<file path="src/rtl/tunnel_wall_gen.sv">
// Tunnel playfield generator: 128-row ring buffer of left-wall columns, scrolled by an
// LFSR random walk, mapped to per-pixel wall codes plus a per-frame crash flag.
`timescale 1ns/1ps
module tunnel_wall_gen #(
  parameter int unsigned MAP_COLS   = 160,
  parameter int unsigned GAP_WIDTH  = 48,
  parameter int unsigned DEPTH_LOG2 = 7
) (
  input  logic       clock,
  input  logic       rst,
  input  logic       video_on,
  input  logic [9:0] pixel_row,
  input  logic [9:0] pixel_column,
  input  logic [2:0] speed,
  input  logic [6:0] icon_row,
  input  logic [7:0] icon_col,
  output logic [1:0] wall,
  output logic       crash,
  output logic       ready
);

  localparam int unsigned DEPTH    = 1 << DEPTH_LOG2;
  localparam logic [7:0]  L_INIT   = 8'((MAP_COLS - GAP_WIDTH) / 2);
  localparam logic [7:0]  L_MIN    = 8'd1;
  localparam logic [7:0]  L_MAX    = 8'(MAP_COLS - GAP_WIDTH - 2);
  localparam logic [8:0]  GAP      = 9'(GAP_WIDTH);
  localparam logic [7:0]  VIS_ROWS = 8'd120;

  typedef enum logic [1:0] {S_INIT, S_IDLE, S_GEN, S_WRITE} state_t;
  state_t r_state, w_state_nxt;

  logic [7:0]            r_mem [DEPTH];
  logic [DEPTH_LOG2-1:0] r_head, r_init_ptr, w_head_dec;
  logic [15:0]           r_lfsr;
  logic [2:0]            r_frame_cnt;
  logic [3:0]            w_cnt_inc;
  logic [7:0]            r_nxt, w_nxt, w_cur_left;
  logic                  r_crash, r_ready;
  logic                  w_tick, w_fire, w_crash_eval;
  logic                  w_we;
  logic [DEPTH_LOG2-1:0] w_waddr, w_pix_addr, w_icon_addr;
  logic [7:0]            w_wdata;
  logic [7:0]            w_mrow, w_mcol;
  logic [7:0]            r_rd_left, r_icon_left;
  logic                  r_s1_vis;
  logic [7:0]            r_s1_mcol;
  logic [8:0]            w_s1_mcol9, w_lo_edge, w_hi_edge, w_icon_col9;
  logic [1:0]            r_wall;

  assign wall  = r_wall;
  assign crash = r_crash;
  assign ready = r_ready;

  assign w_mrow      = pixel_row[9:2];
  assign w_mcol      = pixel_column[9:2];
  assign w_tick      = (pixel_row == 10'd480) && (pixel_column == 10'd0);
  assign w_head_dec  = r_head - 1'b1;
  assign w_pix_addr  = r_head + w_mrow[DEPTH_LOG2-1:0];
  assign w_icon_addr = r_head + icon_row[DEPTH_LOG2-1:0];
  assign w_cnt_inc   = {1'b0, r_frame_cnt} + 4'd1;
  assign w_fire      = (speed != 3'd0) && (w_cnt_inc >= (4'd8 - {1'b0, speed}));

  // Crash uses the icon-row read captured on the clock before the tick, i.e. pre-scroll rows.
  assign w_icon_col9  = {1'b0, icon_col};
  assign w_crash_eval = (w_icon_col9 <= ({1'b0, r_icon_left} - 9'd1)) ||
                        (w_icon_col9 >= ({1'b0, r_icon_left} + GAP));

  always_comb begin
    w_cur_left = r_mem[r_head];
    case (r_lfsr[1:0])
      2'b00:   w_nxt = (w_cur_left <= L_MIN) ? L_MIN : w_cur_left - 8'd1;
      2'b10:   w_nxt = (w_cur_left >= L_MAX) ? L_MAX : w_cur_left + 8'd1;
      default: w_nxt = w_cur_left;
    endcase
  end

  always_comb begin
    w_state_nxt = r_state;
    w_we        = 1'b0;
    w_waddr     = r_init_ptr;
    w_wdata     = L_INIT;
    case (r_state)
      S_INIT: begin
        w_we = 1'b1;
        if (r_init_ptr == '1) w_state_nxt = S_IDLE;
      end
      S_IDLE:  if (w_tick && w_fire) w_state_nxt = S_GEN;
      S_GEN:   w_state_nxt = S_WRITE;
      S_WRITE: begin
        w_we        = 1'b1;
        w_waddr     = w_head_dec;
        w_wdata     = r_nxt;
        w_state_nxt = S_IDLE;
      end
      default: w_state_nxt = S_INIT;
    endcase
  end

  always_ff @(posedge clock or negedge rst) begin
    if (!rst) begin
      r_state     <= S_INIT;
      r_init_ptr  <= '0;
      r_head      <= '0;
      r_frame_cnt <= '0;
      r_lfsr      <= 16'hACE1;
      r_nxt       <= '0;
      r_crash     <= 1'b0;
      r_ready     <= 1'b0;
    end else begin
      r_state <= w_state_nxt;
      r_lfsr  <= {r_lfsr[0] ^ r_lfsr[2] ^ r_lfsr[3] ^ r_lfsr[5], r_lfsr[15:1]};
      if (r_state == S_INIT) begin
        r_init_ptr <= r_init_ptr + 1'b1;
        if (r_init_ptr == '1) r_ready <= 1'b1;
      end
      if (r_state == S_IDLE && w_tick) begin
        r_crash     <= w_crash_eval;
        r_frame_cnt <= w_fire ? '0 : w_cnt_inc[2:0];
      end
      if (r_state == S_GEN)   r_nxt  <= w_nxt;
      if (r_state == S_WRITE) r_head <= w_head_dec;
    end
  end

  always_ff @(posedge clock) begin
    if (w_we) r_mem[w_waddr] <= w_wdata;
    r_rd_left   <= r_mem[w_pix_addr];
    r_icon_left <= r_mem[w_icon_addr];
  end

  assign w_s1_mcol9 = {1'b0, r_s1_mcol};
  assign w_lo_edge  = {1'b0, r_rd_left} - 9'd1;
  assign w_hi_edge  = {1'b0, r_rd_left} + GAP;

  always_ff @(posedge clock or negedge rst) begin
    if (!rst) begin
      r_s1_vis  <= 1'b0;
      r_s1_mcol <= '0;
      r_wall    <= 2'b00;
    end else begin
      r_s1_vis  <= video_on && (w_mrow < VIS_ROWS) && r_ready;
      r_s1_mcol <= w_mcol;
      if (!r_s1_vis)
        r_wall <= 2'b00;
      else if (w_s1_mcol9 == w_lo_edge || w_s1_mcol9 == w_hi_edge)
        r_wall <= 2'b10;
      else if (w_s1_mcol9 < w_lo_edge || w_s1_mcol9 > w_hi_edge)
        r_wall <= 2'b01;
      else
        r_wall <= 2'b00;
    end
  end

endmodule

</file>
<file path="config.mk">
export PLATFORM = sky130hd
export DESIGN_NAME = tunnel_wall_gen
export DESIGN_NICKNAME = d
export VERILOG_FILES = /design/src/rtl/tunnel_wall_gen.sv
export SDC_FILE = /design/constraint.sdc
export NUM_CORES = 2
export LEC_CHECK = 0
export BUFFER_PORTS_ARGS = -buffer_cell sky130_fd_sc_hd__buf_4
export CAP_MARGIN = 30
export CORE_MARGIN = 1
export CORE_UTILIZATION = 50
export CTS_CLUSTER_SIZE = 25
export DETAILED_ROUTE_END_ITERATION = 6
export HOLD_SLACK_MARGIN = 0.1
export PLACE_DENSITY = 0.65
export REMOVE_ABC_BUFFERS = 1
export SLEW_MARGIN = 20
export SYNTH_ARGS = -nofsm -noshare
export SYNTH_HDL_FRONTEND = slang
export SYNTH_SLANG_ARGS = --single-unit
</file>
<file path="constraint.sdc">
create_clock -name clock -period 7.9 [get_ports clock]
set_clock_uncertainty 0.15 [all_clocks]
set_input_delay 0 -clock clock [delete_from_list [all_inputs] [get_ports clock]]
set_output_delay 0 -clock clock [all_outputs]
set_load 0.05 [all_outputs]
</file>
Yosys cells after proc, flatten, opt, wreduce, memory -nomap -nowiden --
Memories as Yosys holds them, arrays and structs flattened. A register that Yosys moved wholly into a read port is not among the register bits. Index checks and enable logic that the tools add are counted.
Word-level totals: bits in writable memories 1024, memories 1, logic and storage cells 76, flip-flop bits (word level) 56, output and inout port bits 4, input bits 41
Operators by class: eq/ne operators 10, magnitude comparators 8, reduce and logical (&&, ||, !) cells 16, muxes and demuxes 15, add/subtract/negate cells 12, bitwise gates (word level) 3
Memories:
- r_mem | words 128, bits a word 8, read ports 3, clocked after memory_dff 2, wr ports 1, line 32 | logic [7:0] r_mem [DEPTH];
Operators with widths (number):
- $mux 8 | 3
- $add 8x6->9 const B | 2
- $eq 8x9->1 | 2
- $sub 8x1->9 const B | 2
- $pmux 8 s2 | 1
- $add 7x7->7 | 2
- $eq 10x9->1 const B | 1
- $logic_not 10->1 | 1
- $ge 8x9->1 | 1
- $gt 8x9->1 | 1
- $le 8x9->1 | 1
- $lt 8x9->1 | 1
- $add 8x1->8 const B | 1
- $ge 8x7->1 const B | 1
- $le 8x1->1 const B | 1
- $lt 8x7->1 const B | 1
- $mux 2 | 4
- $pmux 2 s4 | 1
- $sub 8x1->8 const B | 1
- $add 7x1->7 const B | 1
- $eq 7x7->1 const B | 1
- $mux 7 | 1
- $sub 7x1->7 const B | 1
- $eq 2x2->1 const B | 3
- other kinds (14) | 29

Longest topological paths before layout --
depth in word-level cells 6, depth in mapped cells 19, mapped depth without buffers 13

Worst setup path after synthesis --
Ideal clock, no wire load.
kind register to register, start reg r_head[0], end reg r_nxt[4], period minus slack after synthesis 3830 ps, cell stages (with the launch flop) 17, data required time 7629 ps, library setup time 121 ps, setup slack 4070 ps, buffers on the path 4, arrival 3559 ps, cell sequence dfrtp_1 -> buf_6 -> buf_12 -> buf_8 -> buf_6 -> mux4_2 -> a22o_1 -> a2111oi_0 -> a311o_2 -> a22o_4 -> ha_1 -> inv_1 -> a2111oi_0 -> o22a_2 -> nor2_1 -> a221o_1 -> o22a_1
Between the ends: longest elaborated chain between the ends 4, elaborated cells on any way between the ends 8
RTL lines:
- start: declaration | line 33 | logic [DEPTH_LOG2-1:0] r_head, r_init_ptr, w_head_dec;
- start signal: assignment | line 121 | if (r_state == S_WRITE) r_head <= w_head_dec;
- $mem_v2 128x8 *
- $add 8x1->8, or another cell as far along | line 72 | 2'b10: w_nxt = (w_cur_left >= L_MAX) ? L_MAX : w_cur_left + 8'd1;
- $mux 8, on equally long branches | line 72, 71
- $pmux 8 s2 * | line 70 | case (r_lfsr[1:0])
- end signal: assignment | line 120 | if (r_state == S_GEN) r_nxt <= w_nxt;
- end: declaration | line 37 | logic [7:0] r_nxt, w_nxt, w_cur_left;
Mark *: on every way between the ends. The rest lies on a longest branch, timed or not. A chain may end at the register's enable or synchronous reset.

Worst setup path after layout --
start reg r_head[0], end reg r_nxt[3]
The elaborated chain is that of the path after synthesis.

==> key figures <==
Die
  – Initial core utilization: between 50% and 60%
  – Die area: 124000 µm²
  – Row count: 127
  – Core footprint: roughly 120000 µm²
  – # IOs: 45
  – Die width: 352 µm
  – Chip height: 352 µm

Routing
  – Final WL: 203 mm
  – First-pass detailed-route iteration total: 6
  – Routed len/inst: ~38 µm
  – Via-to-Cell Ratio: 7.42
  – Initial drt markers: roughly 6300
  – Routed vias: 39300
  – Antenna viol nets, final: 0
  – DRC Markers: 0

Global route
  – GR Util All Layers: 33.3%
  – Initial antenna violation count: 3
  – Pin count of the biggest net entering global routing: 97
  – Vias in the first global route: 39200
  – GRT Residual Overflow: 0
  – First-pass GRT wire length: between 200 and 300 mm

Worst setup path
  – Crit-path slowest cell: a2111oi_2
  – Crit-path leading delay family: compound AO/OA/AOI/OAI gates
  – Req. time, crit path: 8390 ps
  – Maximum fanout along the worst path: 82
  – Startpoint Class: flip-flop
  – WS Path Type: reg -> reg
  – Worst Path Buf+Inv: 1
  – R2R Setup Slk: 2180 ps
  – Most used cell, CP: a21oi_1
  – CP Cell Sequence: buf_12 -> mux4_2 -> a22oi_1 -> a21oi_1 -> a2111oi_2 -> a41oi_2 -> nand2b_1 -> nor4_4 -> or4_1 -> a21oi_1 -> a221o_1
  – Critical path's largest stage delay: 1010 ps
  – Worst setup EP type: flip-flop
  – Critical path arrival: between 6000 and 7000 ps

Placement
  – Hpwl dp: 132 mm
  – Port bufs: 44
  – Placer Congestion: 0.919
  – Pre-CTS WS: 2170 ps

CTS
  – Clock root buffer: clkbuf_16
  – Postcts setup bufs: 0
  – H-tree levels: 3
  – CTS resizes: 0
  – Clk slew on worst S/H paths: 60 ps
  – Number of buffers created by CTS: 119
  – Clock Path Buffers: 3
  – Clock Sinks: 1096
  – Hold_buf cts: 43
  – Clock Latency Late Sink: 760 ps
  – CTS tree: built

Synth
  – Distinct cells, synth: 104
  – Syn_area_per_cell: 17.7 µm²
  – Cells after synthesis: 3450
  – Ys Warns: 0
  – Most common cell in the netlist: edfxtp_1
  – Synth top area cells: edfxtp_1 50%, mux4_2 30%, dfrtp_1 2.0%, mux2i_1 1.9%, nand2_1 1.6%
  – Async SR Flop Fraction: between 5 and 6%
  – Cell accounting for the most synthesized area: edfxtp_1
  – Synthesis-stage register bit count: 1096
  – Synthesized cell area: around 61000 µm²
  – Number of synthesized flops with an enable pin: slightly above 1000
  – Synth top cells by count: 1024 x edfxtp_1, 819 x mux4_2, 256 x nand2_1
  – Top-area cell type share of the netlist area: ~50%
  – Sequential share of the synthesized area: 53.1%
  – Top FF cell, synth: edfxtp_1

Pwr
  – Max VDD drop: 0.507 mV
  – Leak: 22.5 nW
  – Power, Total: 33.6 mW
  – Pwr Density: just under 500 nW/µm²

Timing
  – Final Cycle Share: 72.4%
  – Slew Viols, Final: 0
  – Endpoints failing hold: 0
  – RSZ-0062 raised after global routing: no
  – WHS: around 210 ps
  – Slew HR: 23.4%
  – Actual slew at the worst max-slew pin: 1130 ps
  – Final WS setup: 2180 ps
  – Setup violations, final: 0
  – Max Clk Rate: 175 MHz
  – Min cycle time layout: 5720 ps
  – Final TNS setup: 0 ps

Outcome
  – Outcome: completed

Final layout
  – Fillers: 8966
  – Nets: 3692
  – Area grow syn2layout: 11.9%
  – Share of layout cells above drive strength 1: 36.8%

Hold path
  – HP Class: reg -> reg

Flow run
  – Max Cap Violations: 0
metrics by stage:
step | utilization (%) | instance area, µm² | std cells
2_1_floorplan | - | 59600 | 3173
6_report | 56.8 | 68400 | 5293
4_1_cts | 56.6 | 68300 | 5278
5_1_grt | 56.7 | 68400 | 5290
3_5_place_dp | 52.9 | 63800 | 5017
3_3_place_gp | 52.5 | 63300 | 4965
metal layers:
metal / up-vias / GRT usage, % / wire length, µm
met5: - / 0 / 0
met4: 0 / 16.7 / 12000
met1: 20500 / 44.2 / 72300
met2: 3110 / 51.6 / 94300
li1: 15000 / - / -
met3: 597 / 8.13 / 24500
final timing paths:
path                             from    endpoint  depth (start not counted)
max                         r_head[0]    r_nxt[3]                         11
min                        r_lfsr[12]  r_lfsr[11]                          0
max reg2reg                 r_head[0]    r_nxt[3]                         11
min reg2reg                r_lfsr[12]  r_lfsr[11]                          0
max in group asynchronous         rst   r_head[1]                          4
min in group asynchronous         rst  r_lfsr[15]                          3
report_power, final:
| part | internal (mW) | leakage (nW) | total [mW] | switching, mW |
|---|---|---|---|---|
| Combinational | 8.05 | 10.5 | 20.0 | 12.0 |
| Sequential | 7.35 | 10.1 | 7.71 | 0.359 |
| Clock | 3.47 | 1.99 | 5.88 | 2.41 |
sequential cells by signal, summed over array words and instances (netlist names):
register,cells
r_head,7
r_mem,1024
r_icon_left,8
r_nxt,8
r_lfsr,16
r_init_ptr,7
r_s1_vis,1
crash,1
r_rd_left,8
ready,1
r_frame_cnt,3
r_s1_mcol,8
wall,2
r_state,2
kinds of logic (layout without fill, tap and decap cells):
logic type	after synthesis	in the layout	synth area share, %
AOI/OAI and AO/OA	337	337	3.99
xor gates and xnor gates	53	53	0.759
adders and majority gates	70	70	1.46
buffers and inverters	319	547	2.91
DFF	1096	1096	53.1
muxes	977	977	33.5
other	0	3	0
and+or+nand+nor	598	598	4.30
layout by cell type, fill, tap and decap left out, types with 26 or more instances in the layout:
cell type	instances
nand3_1	48
dfrtp_1	45
a21oi_1	45
mux4_2	819
nand2_1	252
ha_1	66
clkbuf_16	123
mux2i_1	116
buf_4	213
dlygate4sd3_1	42
edfxtp_1	1024
xnor2_1	30
nor2_1	162
a22oi_1	44
inv_1	40
mux4_1	26
o21ai_0	60
area by class of cell:
class	count	area [µm²]	area share [%]
Antenna cell	3	7.51	0.0110
Clock buffer	146	3210	4.70
Clock inverter	72	852	1.24
Inverter	42	158	0.230
Multi-Input combinational cell	2035	27100	39.7
Sequential cell	1096	32500	47.5
Tap cell	1612	2020	2.95
Timing Repair Buffer	287	2560	3.74
No activity file was read; power rests on OpenSTA's default activity.
